## src/rtl/normalizer_pipe.sv

```systemverilog
// normalizer_pipe
// Two-stage pipelined significand normaliser. It finds the leading one of an
// unsigned significand and shifts it so that the leading one lands at bit
// NORM_POS. The exponent is adjusted to match, and the block reports sticky,
// zero, underflow and overflow. Valid/ready handshakes are used on both sides.
//
// Ports:
//   clk       rising-edge clock
//   rst       asynchronous active-high reset
//   in_valid  input beat valid
//   in_ready  block can accept an input beat this cycle
//   sig       unnormalised significand  [WIDTH-1:0]
//   ex_a      biased exponent of sig     [EXP_W-1:0]
//   out_valid result valid
//   out_ready downstream accepts the result
//   sig_norm  normalised significand     [WIDTH-1:0]
//   ex_norm   adjusted exponent          [EXP_W-1:0]
//   sticky    OR of the bits lost on a right shift
//   zero      input significand was zero
//   uflow     left shift was limited by the exponent (denormal result)
//   oflow     exponent exceeded its maximum
module normalizer_pipe #(
   parameter int WIDTH    = 32,
   parameter int EXP_W    = 8,
   parameter int NORM_POS = 23
) (
   input  logic             clk,
   input  logic             rst,
   input  logic             in_valid,
   output logic             in_ready,
   input  logic [WIDTH-1:0] sig,
   input  logic [EXP_W-1:0] ex_a,
   output logic             out_valid,
   input  logic             out_ready,
   output logic [WIDTH-1:0] sig_norm,
   output logic [EXP_W-1:0] ex_norm,
   output logic             sticky,
   output logic             zero,
   output logic             uflow,
   output logic             oflow
);

   localparam int PW = (WIDTH > 1) ? $clog2(WIDTH) : 1;
   // Exponent/shift arithmetic width: wide enough for either operand plus a
   // carry, so sums and differences never wrap.
   localparam int AW = ((EXP_W > PW) ? EXP_W : PW) + 2;

   // ---------------------------------------------------------------
   // Handshake
   // ---------------------------------------------------------------
   logic s1_valid;
   logic s2_valid;
   logic s1_adv;
   logic s2_adv;

   assign s2_adv    = !s2_valid || out_ready;
   assign s1_adv    = !s1_valid || s2_adv;
   assign in_ready  = s1_adv;
   assign out_valid = s2_valid;

   // ---------------------------------------------------------------
   // Stage 1: leading-one detection
   // ---------------------------------------------------------------
   logic [PW-1:0] lead_pos;

   // The highest set bit wins because later iterations overwrite earlier ones.
   always_comb begin
      lead_pos = '0;
      for (int i = 0; i < WIDTH; i++) begin
         if (sig[i]) begin
            lead_pos = PW'(i);
         end
      end
   end

   logic [WIDTH-1:0] s1_sig;
   logic [EXP_W-1:0] s1_ex;
   logic [PW-1:0]    s1_pos;
   logic             s1_zero;

   always_ff @(posedge clk or posedge rst) begin
      if (rst) begin
         s1_valid <= 1'b0;
         s1_sig   <= '0;
         s1_ex    <= '0;
         s1_pos   <= '0;
         s1_zero  <= 1'b0;
      end else if (s1_adv) begin
         // An empty or drained S1 either takes the new beat or goes idle.
         s1_valid <= in_valid;
         if (in_valid) begin
            s1_sig  <= sig;
            s1_ex   <= ex_a;
            s1_pos  <= lead_pos;
            s1_zero <= (sig == '0);
         end
      end
   end

   // ---------------------------------------------------------------
   // Stage 2: shift and exponent adjust
   // ---------------------------------------------------------------
   logic [AW-1:0] ex_ext;
   logic [AW-1:0] pos_ext;
   logic [AW-1:0] norm_ext;
   logic [AW-1:0] r_amt;
   logic [AW-1:0] l_amt;
   logic [AW-1:0] ex_sum;

   assign ex_ext   = AW'(s1_ex);
   assign pos_ext  = AW'(s1_pos);
   assign norm_ext = AW'(NORM_POS);
   assign r_amt    = pos_ext - norm_ext;
   assign l_amt    = norm_ext - pos_ext;
   assign ex_sum   = ex_ext + r_amt;

   logic [WIDTH-1:0] n_sig;
   logic [EXP_W-1:0] n_ex;
   logic             n_sticky;
   logic             n_zero;
   logic             n_uflow;
   logic             n_oflow;

   always_comb begin
      n_sig    = s1_sig;
      n_ex     = s1_ex;
      n_sticky = 1'b0;
      n_zero   = 1'b0;
      n_uflow  = 1'b0;
      n_oflow  = 1'b0;
      if (s1_zero) begin
         n_sig  = '0;
         n_ex   = '0;
         n_zero = 1'b1;
      end else if (pos_ext > norm_ext) begin
         // Any bit above EXP_W in the sum means the exponent saturated.
         if (ex_sum[AW-1:EXP_W] != '0) begin
            n_sig   = '0;
            n_ex    = '1;
            n_oflow = 1'b1;
         end else begin
            n_sig    = s1_sig >> r_amt;
            n_sticky = |(s1_sig & ~({WIDTH{1'b1}} << r_amt));
            n_ex     = ex_sum[EXP_W-1:0];
         end
      end else if (pos_ext < norm_ext) begin
         if (l_amt <= ex_ext) begin
            n_sig = s1_sig << l_amt;
            n_ex  = s1_ex - l_amt[EXP_W-1:0];
         end else begin
            // Exponent cannot go below zero: shift only as far as it allows.
            n_sig   = s1_sig << s1_ex;
            n_ex    = '0;
            n_uflow = 1'b1;
         end
      end
   end

   always_ff @(posedge clk or posedge rst) begin
      if (rst) begin
         s2_valid <= 1'b0;
         sig_norm <= '0;
         ex_norm  <= '0;
         sticky   <= 1'b0;
         zero     <= 1'b0;
         uflow    <= 1'b0;
         oflow    <= 1'b0;
      end else if (s2_adv) begin
         s2_valid <= s1_valid;
         // Outputs hold their last value while idle or stalled.
         if (s1_valid) begin
            sig_norm <= n_sig;
            ex_norm  <= n_ex;
            sticky   <= n_sticky;
            zero     <= n_zero;
            uflow    <= n_uflow;
            oflow    <= n_oflow;
         end
      end
   end

endmodule

```

## config.mk

```make
export PLATFORM = sky130hd
export DESIGN_NAME = normalizer_pipe
export DESIGN_NICKNAME = d
export VERILOG_FILES = /design/src/rtl/normalizer_pipe.sv
export SDC_FILE = /design/constraint.sdc
export NUM_CORES = 1
export LEC_CHECK = 0
export ABC_AREA = 1
export CORE_MARGIN = 2
export CORE_UTILIZATION = 53
export CTS_CLUSTER_DIAMETER = 30
export CTS_CLUSTER_SIZE = 12
export DETAILED_ROUTE_END_ITERATION = 12
export PLACE_DENSITY = 0.75
export RECOVER_POWER = 50
export SETUP_SLACK_MARGIN = 0.1
export SYNTH_ARGS = -nofsm -noshare
export SYNTH_HDL_FRONTEND = slang
export SYNTH_SLANG_ARGS = --single-unit
```

## constraint.sdc

```tcl
create_clock -name clk -period 3.37 [get_ports clk]
set_clock_uncertainty 0.1 [all_clocks]
set_input_delay 0.5055 -clock clk [delete_from_list [all_inputs] [get_ports clk]]
set_output_delay 0.5055 -clock clk [all_outputs]
set_load 0.1 [all_outputs]
```

==> results of run 1 <==
-- Yosys cell counts, types with 8 or more instances --
library cell	number	area share
xor2_1	8	0.0078
nand2_1	497	0.21
o221ai_1	16	0.016
nor2_1	96	0.040
o211ai_1	15	0.013
buf_2	20	0.011
nor3_1	11	0.0061
a31oi_1	11	0.0077
o21ai_1	32	0.018
nand3_1	129	0.072
ha_1	26	0.036
o21ai_0	195	0.11
a21oi_1	47	0.026
o22ai_1	10	0.0070
inv_1	122	0.051
dfrtp_1	92	0.26
o21ai_2	9	0.0088
clkbuf_1	45	0.019
-- through the flow --
stage	utilization	instances	setup TNS (ns)	power [mW]
after floorplan	-	1484	0	5.38
after detailed placement	0.647	1825	-2.95	7.07
final	0.768	1902	-1.51	9.43
after global routing	0.768	1901	-5.59	9.78
after CTS	0.697	1877	0	8.48
after global placement	0.647	1825	-0.570	7.03
-- registers in the layout (all words and copies together) (netlist names), 5 cells and up --
signal    count
s1_ex         8
s1_sig       32
s1_pos        5
ex_norm       8
sig_norm     32
-- worst reg2reg max path: stages, from the launching register on --
cell and delay, ns:
dfrtp_2 0.47, inv_4 0.11, xor2_2 0.21, inv_2 0.12, ha_4 0.25, buf_4 0.15, a31oi_2 0.19, nor2_1 0.06
nor2_1 0.13, o21bai_1 0.10, nand2_1 0.12, nand2_2 0.07, a21oi_2 0.18, nand2_1 0.07, o21ai_1 0.10, nand2_2 0.11
buf_6 0.15, clkinv_8 0.07, nand2_8 0.06, inv_6 0.09, a21oi_1 0.06, a21oi_1 0.31, nand2_1 0.13, nand2_1 0.08
-- layer usage --
metal  share of wire  up-vias  wire [um]  global-route usage
li1                -     5340          -                   -
met1            0.37     5484      15200               0.579
met2            0.42     1011      17300               0.632
met3            0.14      249       5980               0.108
met4           0.068        0       2830               0.219
met5               0        -          0              0.0250
-- cell type report --
type                       instances  share of cell area
antenna                            1            0.000196
clock buffer                       9              0.0177
clock inverter                     7             0.00707
inverter                         131              0.0419
multi-input combinational       1180               0.545
sequential                        92               0.181
tap                              220              0.0216
timing repair buffer             261               0.185
timing repair inverter             1            0.000491
-- where the power goes --
| group | switching (mW) | total [mW] | internal (mW) |
|---|---|---|---|
| Clock | 0.529 | 1.13 | 0.598 |
| Sequential | 0.260 | 1.64 | 1.38 |
| Combinational | 4.61 | 6.66 | 2.04 |
-- layout by cell type, fill, tap and decap left out, types with 10 or more instances in the layout --
cell,instances
clkdlybuf4s50_1,70
dfrtp_1,87
nand2_2,42
buf_4,150
o21ai_1,40
inv_1,110
o211ai_1,15
nand2_4,10
ha_1,16
buf_6,12
o21ai_2,47
o221ai_1,15
nor2_4,21
clkbuf_16,12
nand3_1,85
nor2_1,73
a21oi_1,31
a21oi_2,11
o21ai_0,140
buf_12,11
nand2_1,450
clkbuf_1,10
inv_2,10
nand3_2,41
-- cells by family (layout without fill, tap and decap cells) --
| kind of cell | after synthesis | in the layout | share of synthesized area |
|---|---|---|---|
| AO/OA/AOI/OAI | 372 | 372 | 0.239 |
| other | 0 | 1 | 0 |
| flip-flops | 92 | 92 | 0.257 |
| XOR/XNOR | 13 | 13 | 0.0127 |
| AND/OR/NAND/NOR | 763 | 763 | 0.349 |
| buffers and inverters | 212 | 409 | 0.0969 |
| multiplexers | 4 | 4 | 0.00447 |
| adder cells (fa/ha/maj) | 28 | 28 | 0.0408 |
-- final timing paths --
path	start	end	slack [ns]
max in group asynchronous	rst	s1_pos[1]	0.65
worst min register to register	sig_norm[24]	sig_norm[24]	0.38
worst min-delay path	sig_norm[24]	sig_norm[24]	0.38
worst max register to register	s1_pos[3]	sig_norm[27]	-0.18
min in group asynchronous	rst	uflow	0.92
worst max-delay path	s1_pos[3]	sig_norm[27]	-0.18
-- repair_timing --
item	in CTS	in global routing
endpoints found under the setup margin	37	41
gates resized for setup	76	279
setup buffers	35	20
cloned	1	4
pin swaps	22	71
==> qor.yml, run 1 <==
worst_setup_path:
  path_delay_family: "compound AO/OA/AOI/OAI gates"
  cp.depth: 23
  reg2reg_depth: 23
  arrival_ns: 3.75
  critical_path.endpoint_type: "flop"
  path_common_cell: "nand2_1"
  required_ns: 3.56
  path_buf_inv: 6
  slowest_delay_ns: 0.47
  crit_fanout: 5
  critPathLaunchType: "flop"
  critPathSlowestCell: "dfrtp_2"
  cp_cell_sequence: "inv_4 > xor2_2 > inv_2 > ha_4 > buf_4 > a31oi_2 > nor2_1 > nor2_1 > o21bai_1 > nand2_1 > nand2_2 > a21oi_2 > nand2_1 > o21ai_1 > nand2_2 > buf_6 > clkinv_8 > nand2_8 > inv_6 > a21oi_1 > a21oi_1 > nand2_1 > nand2_1"
  path_class: "reg2reg"
grt:
  grt_first_pass_wirelength_mm: 59.0
  grt_overflow_total: 0
  grt_max_degree: 66
  grtUsageTotal: 0.428
  grt_pass1_vias: 10616
  antenna_found_initial: 1
logic_synthesis:
  synth-seq-cells: 92
  yosys_most_used_dff: "dfrtp_1"
  synth_warnings: 0
  yosysUniqueCellTypes: 53
  syn_inst: 1484
  synth_area_um2: 8960
  synthArstFlopShare: 1.00
  synth_edf_count: 0
  syn_nets: 1556
  yosysSeqAreaShare: 0.257
  synth.avg_cell_area_um2: 6.04
finish:
  seq_area_um2: 2310
  syn_to_final_growth_pct: 42.1
  stdcell_area_um2: 12700
  fin_nets: 1748
  n_fill_cell: 1316
  multi_input_area_um2: 6940
  drive_gt1_frac: 0.267
floorplan:
  core_um2: 16600
  initial_core_util: 0.541
  fp.dieH_um: 134
  dieArea_um2: 18000
  ios: 90
  rows: 47
  dieWidth_um: 134
clocking:
  htree_num_levels: 3
  cts_made_buffers: 9
  postCtsHoldBufs: 0
  cts_buffer_depth: 2
  root_buffer: "clkbuf_16"
  worstSkewPairLatency_ns: 0.37
  clk_pin_slew_ns: 0.08
  cts_tree: "built"
  clock_sinks: 92
route:
  drtPass1Iterations: 6
  drc: 0
  via_per_inst: 6.35
  wl_mm: 41.3
  ant_nets: 0
  drt_iter0_markers: 2157
  wire_per_inst_um: 21.7
  vias: 12084
status:
  violations: "max-capacitance violations, max-slew violations, negative setup slack"
  status: "complete, but fails checks"
flow_run:
  maxCapViolations: 1
timing:
  timing.fmax_mhz: 282
  finalCritPeriodShare: 1.05
  worst_slew_pin_slew_ns: 1.79
  slew_viol_final: 39
  setup_viol: 32
  period_needed_ns: 3.55
  hold_viol: 0
  fin_ws_ns: -0.181
  rsz0062_at_grt: "yes"
  slew_headroom: -0.199
  hold_ws_ns: 0.383
place:
  dp_worst_setup_slack_ns: -0.220
  hpwl_mm: 28.6
  postPlaceCellArea_um2: 10700
  portBuffers: 89
  place_congestion: 1.10
power:
  peakVddDrop_v: 0.000525
  p_leak_nw: 5.89
  power.density_nw_per_um2: 740
hold_path:
  min_path_cells: 2
  min_path_type: "reg2reg"
No activity file was read; power rests on OpenSTA's default activity.
==> run 2, diff against run 1 <==
ABC_AREA = not set   (was 1)
CAP_MARGIN = 10   (was not set)
CORE_UTILIZATION = 54   (was 53)
PLACE_DENSITY = 0.76   (was 0.75)
==> qor.yml, run 2 <==
logic_synthesis:
  ys_top_cells_by_count: "133 x nand2_1, 107 x nor2_1, 104 x a21oi_1, 104 x o21ai_0, 92 x dfrtp_1"
  yosys_most_used_dff: "dfrtp_1"
  yosysTopAreaCellShare: 0.247
  syn_nets: 1270
  synth_area_leaders: "dfrtp_1 25%, mux2_2 5.9%, a21oi_1 5.6%"
  synth-seq-cells: 92
  synth_top_cell_by_area: "dfrtp_1"
  synth_warnings: 0
  synth.avg_cell_area_um2: 7.79
  yosysSeqAreaShare: 0.247
  yosysUniqueCellTypes: 81
  syn_inst: 1198
  synthArstFlopShare: 1.00
  synth_area_um2: 9330
  synth_most_common_cell: "nand2_1"
  synth_edf_count: 0
worst_setup_path:
  critPathLaunchType: "flop"
  required_ns: 3.52
  critical_path.endpoint_type: "flop"
  path_class: "reg2reg"
  slowest_delay_ns: 0.46
  path_buf_inv: 5
  path_delay_family: "compound AO/OA/AOI/OAI gates"
  cp_cell_sequence: "ha_4 > ha_4 > and4_4 > o21ai_2 > buf_4 > o211ai_4 > buf_6 > a21oi_4 > nor2_4 > buf_12 > buf_6 > o311ai_0 > buf_4 > a32oi_2 > o31a_1 > o21ai_1 > a22o_1"
  arrival_ns: 3.82
  cp-startpoint: "s1_pos[4]"
  r2r_start: "s1_pos[4]"
  critPathSlowestCell: "dfrtp_2"
  crit_fanout: 8
finish:
  drive_gt1_frac: 0.342
  fin_cells: 1652
  layout_commonest_cell: "buf_4"
  fin_util: 0.765
  n_fill_cell: 1251
  stdcell_area_um2: 13100
  syn_to_final_growth_pct: 40.4
  final_cell_mix: "232 x buf_4, 124 x nand2_1, 100 x nor2_1, 87 x o21ai_0, 87 x dfrtp_1"
  fin_nets: 1493
  largestRegisters: "s1_sig (32), sig_norm (32)"
power:
  power_frac_comb: 0.665
  pwr-share-clk: 0.127
  power.density_nw_per_um2: 665
  peakVddDrop_v: 0.000818
  switching_share: 0.541
  p_int_mw: 4.00
  p_leak_nw: 5.55
  seq_power_share: 0.207
  p_sw_mw: 4.71
grt:
  grt_max_degree: 49
  antenna_found_initial: 2
  use_met1: 0.607
  use_met2: 0.702
  grt_overflow_total: 0
  grt_first_pass_wirelength_mm: 64.4
  grtUsageTotal: 0.469
  grt_pass1_vias: 10877
  grt_use_met3: 0.152
  gr-max-usage-layer: "met2"
route:
  drtPass1Iterations: 6
  vias: 11597
  drt_iter0_markers: 1762
  drc: 0
  ant_nets: 0
  wl_mm: 43.6
  wire_per_inst_um: 26.4
  via_per_inst: 7.02
floorplan:
  ios: 90
  dieWidth_um: 135
  core_um2: 17100
  initial_core_util: 0.545
  dieArea_um2: 18300
  fp.dieH_um: 135
  rows: 48
clocking:
  clock_sinks: 92
  cts_tree: "built"
  root_buffer: "clkbuf_16"
  worstSkewPairLatency_ns: 0.36
  clk_pin_slew_ns: 0.08
  cts_buffer_depth: 2
  cts_made_buffers: 9
  postCtsHoldBufs: 0
  htree_num_levels: 3
place:
  place_congestion: 1.06
  dp_worst_setup_slack_ns: -0.364
  dp.cells: 1595
  portBuffers: 89
  postPlaceCellArea_um2: 11700
  hpwl_mm: 31.7
timing:
  period_needed_ns: 3.66
  tns_ns: -4.45
  hold_viol: 0
  fin_ws_ns: -0.294
  setup_viol: 32
  finalCritPeriodShare: 1.09
  rsz0062_at_grt: "yes"
  slew_headroom: -0.271
  worst_slew_pin_slew_ns: 1.90
  slew_viol_final: 46
  timing.fmax_mhz: 273
hold_path:
  min_path_type: "reg2reg"
  min-delay-start: "sig_norm[1]"
status:
  violations: "max-capacitance violations, max-slew violations, negative setup slack"
  status: "complete, but fails checks"
flow_run:
  maxCapViolations: 1
[run 2: cell types whose count changed in the layout (fill, tap and decap cells not counted), moves of 28 or more]
cell and change:
buf_4 +82, nand3_1 -30, o21ai_2 -42, nand2_2 -35, mux2i_1 +28, o21ai_0 -53
a21oi_1 +55, mux2_2 +46, nand2_1 -326, inv_1 -88, nand3_2 -40
[run 2: cells by family after synthesis]
| family | count (synthesis) | synth area share |
|---|---|---|
| compound gates | 416 | 0.291 |
| flops | 92 | 0.247 |
| simple gates | 395 | 0.194 |
| xor+xnor | 14 | 0.0140 |
| buf+inv | 144 | 0.0633 |
| fa+ha+maj | 28 | 0.0392 |
| mux | 109 | 0.152 |
[run 2: per-layer routing]
layer,part of all wire,vias to the layer above
met5,0,-
met4,0.067,0
met3,0.14,262
met2,0.43,956
met1,0.37,5424
li1,-,4955
[run 2: final timing paths]
| path | end | slack [ns] | cells past startpoint |
|---|---|---|---|
| worst max-delay path | sig_norm[9] | -0.29 | 17 |
| worst max register to register | sig_norm[9] | -0.29 | 17 |
| worst min-delay path | sig_norm[1] | 0.38 | 1 |
| worst min register to register | sig_norm[1] | 0.38 | 1 |
| max in group asynchronous | sig_norm[3] | 0.60 | 3 |
| min in group asynchronous | s1_sig[29] | 0.97 | 2 |
[run 2: timing repair]
action / in CTS / in global routing
pin swaps: 31 / 30
gates cloned: 4 / 0
resized for setup: 111 / 39
buffers inserted: 23 / 14
endpoints found under the setup margin: 33 / 36
[run 2: cell type report]
type                            count  area (um2)  share of cell area
Clock inverter                      5        60.1             0.00459
Sequential cell                    92        2310               0.176
Antenna cell                        2        5.00            0.000382
Timing Repair Buffer              327        2880               0.220
Inverter                           29         118             0.00898
Clock buffer                       10         239              0.0183
Tap cell                          225         282              0.0215
Multi-Input combinational cell    962        7200               0.550
[run 2: stage by stage]
stage          hold slack [ns]  total power [mW]
2_1_floorplan            0.357              5.31
3_3_place_gp             0.359              7.01
3_5_place_dp             0.372              7.05
4_1_cts                  0.389              8.41
5_1_grt                  0.408              8.98
6_report                 0.385              8.71
[run 2: power by group through the flow]
stage          registers, mW  clock network [mW]  logic (mW)
2_1_floorplan           3.10                   0        2.21
3_5_place_dp            1.77                   0        5.27
6_report                1.81                1.11        5.79
3_3_place_gp            1.76                   0        5.24
4_1_cts                 1.75                1.10        5.56
5_1_grt                 1.79                1.15        6.04
[run 2: worst register-to-register path: stages (launching register included)]
cell	delay, ns
dfrtp_2	0.46
ha_4	0.27
ha_4	0.27
and4_4	0.23
o21ai_2	0.09
buf_4	0.16
o211ai_4	0.14
buf_6	0.16
a21oi_4	0.07
nor2_4	0.16
buf_12	0.13
buf_6	0.14
o311ai_0	0.16
buf_4	0.20
a32oi_2	0.17
o31a_1	0.31
o21ai_1	0.14
a22o_1	0.19
